`config.mk`:
```
export PLATFORM = sky130hd
export DESIGN_NAME = wave_voice
export DESIGN_NICKNAME = d
export VERILOG_FILES = /design/src/rtl/wave_voice.sv
export SDC_FILE = /design/constraint.sdc
export NUM_CORES = 1
export LEC_CHECK = 0
export ABC_AREA = 1
export CORE_UTILIZATION = 50
export CTS_BUF_LIST = sky130_fd_sc_hd__clkbuf_16
export DETAILED_ROUTE_END_ITERATION = 12
export PLACE_DENSITY_LB_ADDON = 0.1
export SETUP_SLACK_MARGIN = 0.1
export SLEW_MARGIN = 25
export SYNTH_ARGS = -nofsm -noshare
export SYNTH_HDL_FRONTEND = slang
export SYNTH_SLANG_ARGS = --single-unit
```
`constraint.sdc`:
```
create_clock -name clk -period 3.2 [get_ports clk]
set_clock_uncertainty 0.2 [all_clocks]
set_input_delay 0.64 -clock clk [delete_from_list [all_inputs] [get_ports clk]]
set_output_delay 0.64 -clock clk [all_outputs]
set_load 0.005 [all_outputs]
```
`src/rtl/wave_voice.sv`:
```
// Single-voice oscillator: phase accumulator shaped into saw/triangle/pulse/noise (WAVE_VOICE_NOISE_EN builds the LFSR).
// Latency: accepted tick in cycle N -> sample/sample_valid/wrap in cycle N+1.
// Backpressure: none; every accepted tick produces exactly one sample_valid pulse.
module wave_voice #(
    parameter int ACC_W = 16,
    parameter int OUT_W = 8
) (
    input  logic             clk,
    input  logic             n_rst,
    input  logic             en,
    input  logic             sample_tick,
    input  logic [ACC_W-1:0] step,
    input  logic [1:0]       mode,
    input  logic [OUT_W-1:0] pulse_width,
    input  logic             phase_rst,
    output logic [OUT_W-1:0] sample,
    output logic             sample_valid,
    output logic             wrap
);

    logic             acc_en;
    logic [ACC_W-1:0] acc;
    logic [ACC_W:0]   sum;
    logic [OUT_W-1:0] q_next;
    logic [OUT_W-1:0] tri_val;
    logic [OUT_W-1:0] pulse_val;
    logic [OUT_W-1:0] noise_val;
    logic [OUT_W-1:0] shaped;

    assign acc_en = en & sample_tick & ~phase_rst;
    assign sum    = {1'b0, acc} + {1'b0, step};
    assign q_next = sum[ACC_W-1 -: OUT_W];

    // Rising half doubles q; falling half is the inverted mirror.
    assign tri_val   = {q_next[OUT_W-2:0], 1'b0} ^ {OUT_W{q_next[OUT_W-1]}};
    assign pulse_val = (q_next >= pulse_width) ? {OUT_W{1'b1}} : {OUT_W{1'b0}};

`ifdef WAVE_VOICE_NOISE_EN
    logic [15:0] lfsr;
    logic [15:0] lfsr_next;

    // Advances only on phase overflow so noise colour follows pitch.
    always_comb begin
        lfsr_next = lfsr;
        if (sum[ACC_W])
            lfsr_next = (lfsr >> 1) ^ (lfsr[0] ? 16'hB400 : 16'h0000);
    end

    assign noise_val = lfsr_next[15 -: OUT_W];

    always_ff @(posedge clk or negedge n_rst) begin
        if (!n_rst)
            lfsr <= 16'hACE1;
        else if (acc_en)
            lfsr <= lfsr_next;
    end
`else
    assign noise_val = {OUT_W{1'b0}};
`endif

    always_comb begin
        shaped = q_next;
        case (mode)
            2'b00:   shaped = q_next;
            2'b01:   shaped = tri_val;
            2'b10:   shaped = pulse_val;
            default: shaped = noise_val;
        endcase
    end

    always_ff @(posedge clk or negedge n_rst) begin
        if (!n_rst) begin
            acc          <= '0;
            sample       <= '0;
            sample_valid <= 1'b0;
            wrap         <= 1'b0;
        end else begin
            sample_valid <= acc_en;
            wrap         <= acc_en & sum[ACC_W];
            if (phase_rst)
                acc <= '0;
            else if (acc_en) begin
                acc    <= sum[ACC_W-1:0];
                sample <= shaped;
            end
        end
    end

endmodule

```
==> summary.md <==
| Metric | Value |
|---|---|
| Count of cell types in the netlist | 23 |
| Initial Util | 52.55% |
| PD cells | 383.6 nW/um^2 |
| CTS tree | done |
| Gpl congestion | between 0.8 and 0.9 |
| CP arrival | 3.01 ns |
| Final cell count without fillers | roughly 560 |
| Peak fanout along the critical path | 8 |
| Fmax | 328.2 MHz |
| Power, Total | between 1.5 and 2 mW |
| Post-synth top flop | dfrtp_1 |
| Placed insts | between 500 and 600 |
| Register share of total power | 26.3% |
| Worst EP required | 3.16 ns |
| Hold-fix buffers, CTS | 0 |
| Most instantiated cells after synthesis | nand2_1 (159), inv_1 (65), nand3_1 (47) |
| Antenna Cells | 0 |
| ANT nets after route | 0 |
| CTS max path bufs | 2 |
| Worst min path class | reg2reg |
| Initial antenna violation count | 0 |
| Internal cell power | 0.9650 mW |
| DRC | 0 |
| Clock Power Share | 25.4% |
| Maximum VDD drop | 0.2614 mV |
| Area of the multi-input gates | 2063 um^2 |
| M2 GR Usage | approximately three fifths |
| H-tree depth | 1 |
| Clock sinks | 26 |
| WL final | 8.187 mm |
| # rows | 25 |
| Per-cell routed wire length | 14.72 um |
| Post-synthesis async set-or-reset flop share | 100.0% |
| I/O pin count | 41 |
| Layout area overhead | 57.04% |
| Register Area | 650.6 um^2 |
| Final Util | roughly 83% |
| EDFF count, synth | 0 |
| Die area | ~5300 um^2 |
| Measured slew at the worst slew-check pin | 0.5940 ns |
| Setup violations, final | 0 |
| NetSw | ~0.54 mW |
| GRT overflow | 0 |
| Most Crowded Layer GR | met2 |
| Fin. Hold Viols | 0 |
| Post-DP HPWL | between 5 and 6 mm |
| Crit. End Element | register |
| Post-Place Setup Slack | -0.6411 ns |
| Worst-path clk slew | 0.07 ns |
| Pre-antenna DRT Iters | 5 |
| Most frequent cell after synthesis | nand2_1 |
| Synth top area share | between 20% and 30% |
| Worst R2R Setup Slack | 0.29 ns |
| Flops & latches, synth | 26 |
| Met3 usage | 2.210% |
| Clock latency at the later pin of the worst-skew pair | about 0.27 ns |
| Leading area contributor after synthesis | dfrtp_1 |
| Largest net degree at the start of global routing | 27 |
| Sequential fraction of the synthesis area | a little over a quarter |
| Fillers | 302 |
| M1 GR Usage | 33.91% |
| Final WS setup | 0.1529 ns |
| Relative slew slack | 60.16% |
| Max-cap violations | 0 |
| Leak | 2.094 nW |
| Detailed Route Iter0 Violations | 146 |
| Routed vias/inst | 5.286 |
| Vias in the first global route | about 2800 |
| Total GRT Usage | 30.08% |
| CP Class | in2reg |
| Syn nets | around 460 |
| Switching Fraction | 35.88% |
| Synth Cell Area | about 2500 um^2 |
| RSZ-0062 raised after global routing | no |
| Slew Limit Fails | 0 |
| Clock period minus worst slack | between 3 and 4 ns |
| Core area | 4755 um^2 |
| Startpoint Class | input port |
| Comb power frac | roughly half |
| Layout cells sized above 1 | 29.24% |
| CTS Buf Count | 3 |
| # port buffers | 40 |
| Fin crit share | 95.22% |
| Outcome | finished, final reports clean |
| Die W | between 70 and 80 um |
| Die Y | 72.69 um |
| Via count | 2939 |
| Largest cells by area after synthesis | dfrtp_1 (26%), nand2_1 (24%), ha_1 (12%) |
| Root Buffer | clkbuf_16 |
| Mapped Cells | 400 |
| Yosys warning total | 0 |
| Mapped Avg Cell Area | 6.247 um^2 |
| Layout net count | approximately 550 |
| First-pass GRT wire length | 12.26 mm |
| TNS Setup | 0 ns |
-- layout make-up --
cell class              instances  share of cell area [%]
well taps                      67                   2.136
multi-input cells             303                   52.58
inverters                      66                   6.314
clock inverters                 1                  0.7653
repair buffers                 90                   19.71
flip-flops and latches         26                   16.58
clock buffers                   3                   1.913
-- state kept, by name, indices dropped and copies added (netlist names) --
signal / cells
wrap: 1
acc: 16
sample_valid: 1
sample: 8
-- cell usage in the layout, fill, tap and decap left out, types with 5 or more instances in the layout --
cell,count
nand2_2,31
nand2_4,8
dfrtp_1,26
o21ai_0,10
inv_1,61
xnor2_1,5
nand3_2,6
nor2_1,9
clkdlybuf4s50_1,25
o31ai_1,5
a21oi_1,5
nand3_1,39
ha_4,18
dlygate4sd2_1,10
ha_1,5
buf_4,50
nor2_4,5
nand2_1,132
-- path summary, 6_finish.rpt --
kind | start | endpoint | cells past startpoint
worst max-delay path | step[11] | sample[7] | 20
worst min-delay path | sample[1] | sample[1] | 2
worst max register to register | acc[14] | sample[7] | 19
worst min register to register | sample[1] | sample[1] | 2
max in group asynchronous | n_rst | sample[5] | 2
min in group asynchronous | n_rst | acc[9] | 2
-- power groups by stage --
stage	registers [mW]	logic, mW	clock network [mW]
after floorplan	0.393	0.314	0
after global placement	0.394	0.553	0
after detailed placement	0.395	0.565	0
after CTS	0.396	0.648	0.382
after global routing	0.400	0.793	0.397
final	0.396	0.726	0.382
-- critical path, cell delays in order --
cell	delay [ns]
dlygate4sd2_1	0.27
ha_4	0.17
nand2_1	0.06
nand2_1	0.08
nand2_1	0.11
nand2_1	0.14
a21oi_4	0.23
buf_4	0.15
nand3_2	0.09
nand2_4	0.10
ha_4	0.21
a21oi_2	0.12
o21a_1	0.14
nand3_2	0.10
nand3_4	0.13
nand2_1	0.07
inv_1	0.05
nand2_1	0.04
nand2_1	0.05
nand2_1	0.05
-- logic make-up after synthesis --
family,synth area share [%]
AND/OR/NAND/NOR,41.71
buffers and inverters,10.82
AO/OA/AOI/OAI,6.510
adder cells (fa/ha/maj),12.82
XOR/XNOR,2.103
flip-flops,26.04
-- routing by layer --
layer	part of all wire (%)	wire (um)	vias up
met3	3.9	321	31
met1	41	3381	1368
met4	3.1	250	0
li1	-	-	1430
met2	52	4234	110
met5	0	0	-
-- metrics by stage --
step	area (um^2)	hold WS, ns
3_3_place_gp	3238	0.2656
2_1_floorplan	2499	0.1444
3_5_place_dp	3238	0.2720
4_1_cts	3686	0.2943
5_1_grt	3924	0.3114
6_report	3924	0.2911
-- what timing repair did --
item                       in CTS  in global routing
pin swaps                      26                 33
buffers inserted                4                  9
setup endpoints to repair       8                  8
gates resized for setup        63                 44
(Power assumes the default switching activity.)
